$ cat src/rtl/button_ctrl_pkg.sv
// Shared definitions for the button-control path: debounce FSM encodings,
// the default debounce length and the bit layout of the system word.
package button_ctrl_pkg;

  typedef enum logic [1:0] {
    ST_RELEASED     = 2'd0,
    ST_PRESS_WAIT   = 2'd1,
    ST_PRESSED      = 2'd2,
    ST_RELEASE_WAIT = 2'd3
  } btn_state_e;

  // 10 ms at 50 MHz
  localparam int DEFAULT_DEBOUNCE_CYCLES = 500000;
  localparam int DEFAULT_NUM_BUTTONS     = 4;
  localparam int DEFAULT_DATA_WIDTH      = 32;

  // System word layout: levels at the bottom, sticky press events right above.
  localparam int LEVEL_LSB = 0;

  function automatic int evt_lsb(input int num_buttons);
    return LEVEL_LSB + num_buttons;
  endfunction

endpackage

$ cat src/rtl/button_debounce_cell.sv
// One button: 2-flop synchroniser, debounce FSM with stability counter,
// registered debounced level and one-cycle press pulse.
module button_debounce_cell
  import button_ctrl_pkg::*;
#(
  parameter int DEBOUNCE_CYCLES = DEFAULT_DEBOUNCE_CYCLES
) (
  input  logic clk,
  input  logic rst_n,
  input  logic btn_n_raw,
  output logic level,
  output logic press_pulse
);

  localparam int CNT_W = (DEBOUNCE_CYCLES > 2) ? $clog2(DEBOUNCE_CYCLES) : 1;
  // The sample that moves RELEASED/PRESSED into a WAIT state is the first stable
  // one, so the WAIT state accepts on the counter value holding one fewer sample.
  localparam logic [CNT_W-1:0] CNT_LAST = CNT_W'(DEBOUNCE_CYCLES - 2);

  logic             sync_p0;
  logic             sync_p1;
  btn_state_e       state;
  logic [CNT_W-1:0] cnt;

  always_ff @(posedge clk or negedge rst_n) begin
    if (!rst_n) begin
      sync_p0     <= 1'b1;
      sync_p1     <= 1'b1;
      state       <= ST_RELEASED;
      cnt         <= '0;
      press_pulse <= 1'b0;
    end else begin
      // stage p0 -> p1: metastability filter on the raw pin
      sync_p0     <= btn_n_raw;
      sync_p1     <= sync_p0;
      // stage p1 -> FSM: debounce on the synchronised level
      press_pulse <= 1'b0;
      unique case (state)
        ST_RELEASED: begin
          cnt <= '0;
          if (!sync_p1) state <= ST_PRESS_WAIT;
        end
        ST_PRESS_WAIT: begin
          if (sync_p1) begin
            state <= ST_RELEASED;
            cnt   <= '0;
          end else if (cnt == CNT_LAST) begin
            state       <= ST_PRESSED;
            cnt         <= '0;
            press_pulse <= 1'b1;
          end else begin
            cnt <= cnt + 1'b1;
          end
        end
        ST_PRESSED: begin
          cnt <= '0;
          if (sync_p1) state <= ST_RELEASE_WAIT;
        end
        ST_RELEASE_WAIT: begin
          if (!sync_p1) begin
            state <= ST_PRESSED;
            cnt   <= '0;
          end else if (cnt == CNT_LAST) begin
            state <= ST_RELEASED;
            cnt   <= '0;
          end else begin
            cnt <= cnt + 1'b1;
          end
        end
        default: begin
          state <= ST_RELEASED;
          cnt   <= '0;
        end
      endcase
    end
  end

  assign level = (state == ST_PRESSED) || (state == ST_RELEASE_WAIT);

endmodule

$ cat src/rtl/button_debouncer.sv
// Debounces NUM_BUTTONS active-low pins and packs levels plus sticky
// press-event bits into the system word read by the button register file.
module button_debouncer
  import button_ctrl_pkg::*;
#(
  parameter int DATA_WIDTH      = DEFAULT_DATA_WIDTH,
  parameter int NUM_BUTTONS     = DEFAULT_NUM_BUTTONS,
  parameter int DEBOUNCE_CYCLES = DEFAULT_DEBOUNCE_CYCLES
) (
  input  logic                   clk,
  input  logic                   rst_n,
  input  logic [NUM_BUTTONS-1:0] btn_n_raw,
  input  logic [NUM_BUTTONS-1:0] evt_clr,
  output logic [DATA_WIDTH-1:0]  data_system,
  output logic [NUM_BUTTONS-1:0] press_pulse,
  output logic                   evt_pending
);

  localparam int EVT_LSB = evt_lsb(NUM_BUTTONS);

  logic [NUM_BUTTONS-1:0] level;
  logic [NUM_BUTTONS-1:0] evt;

  for (genvar i = 0; i < NUM_BUTTONS; i++) begin : g_cell
    button_debounce_cell #(
      .DEBOUNCE_CYCLES(DEBOUNCE_CYCLES)
    ) u_cell (
      .clk        (clk),
      .rst_n      (rst_n),
      .btn_n_raw  (btn_n_raw[i]),
      .level      (level[i]),
      .press_pulse(press_pulse[i])
    );
  end

  // A press landing in the same cycle as a clear must not be lost, so set wins.
  always_ff @(posedge clk or negedge rst_n) begin
    if (!rst_n) begin
      evt <= '0;
    end else begin
      evt <= (evt & ~evt_clr) | press_pulse;
    end
  end

  always_comb begin
    data_system = '0;
    data_system[LEVEL_LSB +: NUM_BUTTONS] = level;
    data_system[EVT_LSB   +: NUM_BUTTONS] = evt;
  end

  assign evt_pending = |evt;

endmodule
$ cat config.mk
export PLATFORM = sky130hd
export DESIGN_NAME = button_debouncer
export DESIGN_NICKNAME = d
export VERILOG_FILES = /design/src/rtl/button_ctrl_pkg.sv /design/src/rtl/button_debounce_cell.sv /design/src/rtl/button_debouncer.sv
export SDC_FILE = /design/constraint.sdc
export NUM_CORES = 1
export LEC_CHECK = 0
export CORE_MARGIN = 2
export CORE_UTILIZATION = 57
export CTS_CLUSTER_SIZE = 16
export DETAILED_ROUTE_END_ITERATION = 10
export GPL_ROUTABILITY_DRIVEN = 0
export GPL_TIMING_DRIVEN = 0
export MAX_ROUTING_LAYER = met4
export PLACE_DENSITY = 0.83
export SLEW_MARGIN = 20
export SYNTH_ARGS = -nofsm -noshare
export SYNTH_HDL_FRONTEND = slang
export SYNTH_SLANG_ARGS = --single-unit
export TNS_END_PERCENT = 10
$ cat constraint.sdc
create_clock -name clk -period 2.56 [get_ports clk]
set_input_delay 0.512 -clock clk [delete_from_list [all_inputs] [get_ports clk]]
set_output_delay 0.512 -clock clk [all_outputs]
set_load 0.02 [all_outputs]
==> run_results.csv, run 1 <==
group,metric,value,unit
clock_tree,cts-buffers-inserted,9,
finish,fin_area,0.00569,mm2
yosys,syn-cell-area,0.00503,mm2
clock_tree,insertion_delay,0.37,ns
sta,hold_violations,0,
clock_tree,cts_sinks,100,
routing,vias,3719,
yosys,ys_types,43,
clock_tree,cts_resized,0,
grt,grt_pass1_vias,3566,
sta,finalSetupViolations,0,
routing,avgRoutedWirePerCell,13.6,um
yosys,avgSynthCellArea,9.92,um2
grt,grt_pass1_wl,15.9,mm
placed_design,post_dp_cell_area,0.00550,mm2
setup_path,worstSetupEndpointType,"output pin",
clock_tree,path_clk_slew,0.11,ns
placed_design,dpl.hpwl,6.53,mm
run,max-cap-violations,0,
setup_path,path_class,"flop to output pin",
finish,final_common_cell,"dfrtp_1",
finish,final_core_util,0.659,
placed_design,port-buffer-count,22,
setup_path,critPathRequiredTime,2.05,ns
finish,diodes,0,
yosys,synthCells,507,
clock_tree,ctsHtreeMaxLevel,3,
floorplan,core,0.00864,mm2
finish,drive_above_1_share,0.123,
sta,drv_slew,0,
finish,nNetsFinal,582,
sta,rsz0062_at_grt,"false",
floorplan,die_height,97.9,um
pwr,ir_drop,0.000393,V
grt,antenna_found_initial,0,
floorplan,dieWidth,97.9,um
yosys,ys_seq_area_frac,0.500,
floorplan,num_io_pins,47,
pwr,total_power,0.00276,W
sta,skew,0.0159,ns
pwr,leakagePower,2.40,nW
routing,dr.pass1.iters,4,
yosys,ys_warn_count,0,
floorplan,start_util,0.582,
status,status,"finished clean",
clock_tree,hold_buffers,0,
floorplan,dieArea,0.00959,mm2
routing,wl,9.18,mm
sta,timing.hold.ws,0.0461,ns
finish,final_cell_mix,"dfrtp_1 (92), nor2_1 (66), nand3_1 (33)",
clock_tree,post-cts-setup-buffers,0,
clock_tree,cts.path.max_buffers,2,
finish,synthToLayoutAreaGrowth,13.1,%
grt,grt.total_usage,0.206,
sta,timing.slew.headroom,0.609,
worst_hold_path,hp-class,"input pin to asynchronous set/reset pin",
setup_path,path_max_fanout,3,
routing,drt_iter0_drc,204,
clock_tree,clock-root-buffer,"clkbuf_8",
setup_path,worstSetupStartpointType,"flop",
sta,fmax,408,MHz
sta,post-route-period-util,0.958,
pwr,power.density,485,mW/mm2
routing,viasPerCell,5.49,
routing,route.detailed.drc,0,
floorplan,rows,34,
clock_tree,tritoncts,"done",
routing,drtAntennaViolNets,0,
setup_path,crit_arrival,1.94,ns
grt,grt_max_degree,58,
sta,tightest_slew,0.581,ns
sta,finalCriticalPeriod,2.45,ns
yosys,synth_seq_cells,100,
setup_path,r2r_slack,0.20,ns
grt,overflow,0,
## final cells by class
| class | instances | area [um2] |
|---|---|---|
| Clock inverter | 7 | 65.1 |
| Timing Repair Buffer | 23 | 249 |
| Sequential cell | 100 | 2510 |
| Buffer | 47 | 315 |
| Inverter | 17 | 63.8 |
| Clock buffer | 9 | 124 |
| Fill cell | 671 | 2950 |
| Multi-Input combinational cell | 366 | 2220 |
| Tap cell | 108 | 135 |
## metrics by stage
stage	setup WS (ns)	instances	setup TNS [ns]
5_1_grt	0.0270	677	0
3_5_place_dp	0.193	661	0
2_1_floorplan	0.522	530	0
6_report	0.107	677	0
4_1_cts	0.0868	677	0
3_3_place_gp	-2.56	660	-246.09
## registers in the layout, summed over array words and instances (netlist names), named ones only
register                   cells
g_cell.u_cell.sync_p1          4
g_cell.u_cell.sync_p0          4
g_cell.u_cell.press_pulse      4
g_cell.u_cell.state            4
evt                            4
g_cell.u_cell.cnt             76
## synthesized netlist by cell type
library cell   n  area [um2]
a21o_1         6        45.0
a21oi_1       19        95.1
and2_1         4        25.0
and3_1        10        62.6
and4_1         5        43.8
and4b_1        1        10.0
buf_2          3        15.0
buf_4         32         240
buf_6          2        22.5
clkbuf_1      10        37.5
conb_1         1        3.75
dfrtp_1       92        2300
dfstp_2        8         210
ha_1           8         100
inv_1         17        63.8
mux2i_1        5        50.1
nand2_1       30         113
nand2b_1       1        6.26
nand3_1       33         165
nand3b_1       1        7.51
nand4_1       16         100
nand4bb_1      3        33.8
nor2_1        66         248
nor2b_1        3        18.8
nor3_1        12        60.1
nor3b_1        4        30.0
nor4_1         9        56.3
nor4b_1        3        26.3
nor4bb_1       1        10.0
o211ai_2       1        12.5
o21ai_0        9        45.0
o21bai_4       1        18.8
o31ai_1        8        60.1
or2_2          3        18.8
or3_1          9        56.3
or3b_1         1        8.76
or3b_2         1        8.76
or4_1         12        90.1
or4_4          1        11.3
or4b_1         2        20.0
or4bb_1        1        11.3
xnor2_1       26         228
xor2_1        27         236
## critical path, stage by stage, from the launching register on
cell and delay (ns):
dfrtp_1 0.42, or4_1 0.59, clkdlybuf4s50_1 0.57
## where the power goes
part	total, W	internal (W)	switching (W)
registers	0.00161	0.00160	0.0000136
logic	0.000154	0.0000579	0.0000964
clock network	0.000991	0.000382	0.000609
## kinds of logic (layout without fill, tap and decap cells)
group,after synthesis,in the layout,synth area share
xor gates and xnor gates,53,53,0.0923
muxes,5,5,0.00996
adders and majority gates,8,8,0.0199
and+or+nand+nor,232,232,0.247
DFF,100,100,0.500
AOI/OAI and AO/OA,44,44,0.0550
other,1,24,0.000746
buffers and inverters,64,103,0.0754
## path summary, 6_finish.rpt
check / from / to / cells after the start
max: evt[2]$_DFF_PN0_ / evt_pending / 2
min: rst_n / g_cell[2].u_cell.cnt[4]$_DFF_PN0_ / 1
max reg2reg: g_cell[2].u_cell.cnt[0]$_DFF_PN0_ / g_cell[2].u_cell.cnt[10]$_DFF_PN0_ / 8
min in group clk: g_cell[1].u_cell.sync_p0$_DFF_PN1_ / g_cell[1].u_cell.sync_p1$_DFF_PN1_ / 0
max in group asynchronous: rst_n / g_cell[1].u_cell.sync_p1$_DFF_PN1_ / 2
min reg2reg: g_cell[1].u_cell.sync_p0$_DFF_PN1_ / g_cell[1].u_cell.sync_p1$_DFF_PN1_ / 0
## metal layers
layer,GRT usage,share of wire,wire length [um],vias to the layer above
met5,-,0,0,-
met4,0.0716,0.013,123,0
met3,0.0293,0.047,429,12
met2,0.327,0.49,4460,104
met1,0.274,0.45,4160,1786
li1,-,-,-,1817
No activity file was read; power rests on OpenSTA's default activity.
==> inputs of run 2 (changes only) <==
--- a/config.mk
+++ b/config.mk
@@ -13,6 +13,7 @@
 export GPL_TIMING_DRIVEN = 0
 export MAX_ROUTING_LAYER = met4
 export PLACE_DENSITY = 0.83
+export SETUP_SLACK_MARGIN = 0.1
 export SLEW_MARGIN = 20
 export SYNTH_ARGS = -nofsm -noshare
 export SYNTH_HDL_FRONTEND = slang
==> run 2 against run 1 <==
Wire length rose by 0.36%. Sequential share of layout area fell by 0.058 points. Core utilization rose by 0.087 points. Worst setup slack improved by 0.17 ns. Final cell count did not move. Combinational power barely moved. Global-route usage did not move. Design area rose by 0.13%. Critical path type is now flop to flop. Non-clock buffer count did not move. First-iteration DRC count fell by 3.9%. Clock skew barely moved. Largest cell class unchanged. Largest power group unchanged.
==> run_results.csv, run 2 (same netlist as run 1, synthesis figures left out) <==
group,metric,value,unit
setup_path,worstSetupStartpointType,"flop",
sta,post-route-period-util,0.893,
finish,nNetsFinal,582,
pwr,leakagePower,2.41,nW
routing,avgRoutedWirePerCell,13.6,um
pwr,total_power,0.00276,W
clock_tree,cts-buffers-inserted,9,
routing,dr.pass1.iters,4,
floorplan,dieWidth,97.9,um
setup_path,path_max_fanout,10,
grt,grt_max_degree,58,
finish,largest_reg_flops,76,
floorplan,die_height,97.9,um
clock_tree,tritoncts,"done",
worst_hold_path,hp-class,"input pin to asynchronous set/reset pin",
clock_tree,path_clk_slew,0.11,ns
routing,wl,9.21,mm
sta,rsz0062_at_grt,"false",
clock_tree,cts.path.max_buffers,2,
floorplan,start_util,0.582,
placed_design,pre_cts_slack,0.193,ns
placed_design,port-buffer-count,22,
finish,synthToLayoutAreaGrowth,13.3,%
setup_path,crit_arrival,2.55,ns
grt,antenna_found_initial,0,
floorplan,rows,34,
grt,overflow,0,
sta,tightest_slew,0.581,ns
finish,multi_input_area,0.00223,mm2
finish,final_common_cell,"dfrtp_1",
sta,finalSetupViolations,0,
routing,drtAntennaViolNets,0,
floorplan,core,0.00864,mm2
clock_tree,post-cts-setup-buffers,0,
sta,fmax,437,MHz
clock_tree,insertion_delay,0.37,ns
sta,timing.hold.ws,0.0441,ns
grt,grt.total_usage,0.206,
finish,drive_above_1_share,0.125,
routing,viasPerCell,5.47,
finish,seqCellArea,0.00251,mm2
sta,timing.slew.headroom,0.609,
setup_path,critPathRequiredTime,2.82,ns
grt,grt_pass1_wl,15.9,mm
sta,drv_slew,0,
placed_design,dpl.hpwl,6.53,mm
clock_tree,ctsHtreeMaxLevel,3,
finish,diodes,0,
finish,fillers,673,
status,status,"finished clean",
setup_path,path_class,"flop to flop",
floorplan,dieArea,0.00959,mm2
pwr,ir_drop,0.000394,V
clock_tree,clock-root-buffer,"clkbuf_8",
routing,route.detailed.drc,0,
clock_tree,cts_sinks,100,
run,max-cap-violations,0,
sta,fin_ws,0.274,ns
finish,final_cell_mix,"dfrtp_1 (92), nor2_1 (66), nand3_1 (33)",
sta,hold_violations,0,
setup_path,worstSetupEndpointType,"flop",
pwr,power.density,485,mW/mm2
finish,largest_register,"g_cell.u_cell.cnt",
grt,grt_pass1_vias,3566,
routing,vias,3705,
routing,drt_iter0_drc,196,
sta,finalCriticalPeriod,2.29,ns
floorplan,num_io_pins,47,
sta,skew,0.0161,ns
run 2: cell count changes in the layout (fill, tap and decap cells not counted), sizes merged:
cell / change
dlygate4sd2: +1
buf: -1
clkdlybuf4s50: -1
clkbuf: +1
run 2: layout make-up:
type / count / share of cell area
plain buffers: 47 / 0.0558
clock buffers: 9 / 0.0218
clock inverters: 7 / 0.0114
inverters: 17 / 0.0112
multi-input cells: 366 / 0.391
flip-flops and latches: 100 / 0.441
well taps: 108 / 0.0237
repair buffers: 23 / 0.0435
run 2: timing repair:
item                       in CTS  in global routing
hold buffers                    0                  0
setup endpoints to repair       1                 10
gates resized for setup         1                  2
hold endpoints to repair        0                  0
run 2: report_power, final:
| part | switching (W) | internal, W | leakage (nW) |
|---|---|---|---|
| registers | 0.0000136 | 0.00160 | 1.36 |
| logic | 0.0000963 | 0.0000583 | 0.958 |
| clock network | 0.000614 | 0.000382 | 0.0951 |
run 2: worst paths after layout:
check | start | endpoint | slack [ns] | cells past startpoint
worst min register to register | g_cell[1].u_cell.sync_p0$_DFF_PN1_ | g_cell[1].u_cell.sync_p1$_DFF_PN1_ | 0.36 | 0
min in group clk | g_cell[1].u_cell.sync_p0$_DFF_PN1_ | g_cell[1].u_cell.sync_p1$_DFF_PN1_ | 0.36 | 0
max in group asynchronous | rst_n | g_cell[1].u_cell.sync_p1$_DFF_PN1_ | 1.85 | 2
worst min-delay path | rst_n | g_cell[2].u_cell.cnt[5]$_DFF_PN0_ | 0.04 | 1
worst max-delay path | g_cell[2].u_cell.cnt[0]$_DFF_PN0_ | g_cell[2].u_cell.cnt[6]$_DFF_PN0_ | 0.27 | 8
worst max register to register | g_cell[2].u_cell.cnt[0]$_DFF_PN0_ | g_cell[2].u_cell.cnt[6]$_DFF_PN0_ | 0.27 | 8
run 2: critical path, stage by stage (launching register included):
cell      delay, ns
dfrtp_1        0.46
inv_1          0.08
ha_1           0.15
or4bb_1        0.49
nor4_2         0.31
a21o_1         0.16
buf_2          0.21
clkbuf_4       0.25
nor2_1         0.08
run 2: through the flow:
stage | TNS, ns | cells | area, um2 | utilization
2_1_floorplan | 0 | 530 | 5110 | -
3_3_place_gp | -246.09 | 660 | 5470 | 0.633
3_5_place_dp | 0 | 661 | 5500 | 0.637
4_1_cts | 0 | 677 | 5690 | 0.658
5_1_grt | 0 | 677 | 5690 | 0.659
6_report | 0 | 677 | 5690 | 0.659
run 2: per-layer routing:
| layer | track usage | vias to the layer above | share of wire |
|---|---|---|---|
| met5 | - | - | 0 |
| met4 | 0.0716 | 0 | 0.013 |
| met3 | 0.0293 | 11 | 0.040 |
| met2 | 0.327 | 94 | 0.48 |
| met1 | 0.274 | 1781 | 0.46 |
| li1 | - | 1819 | - |
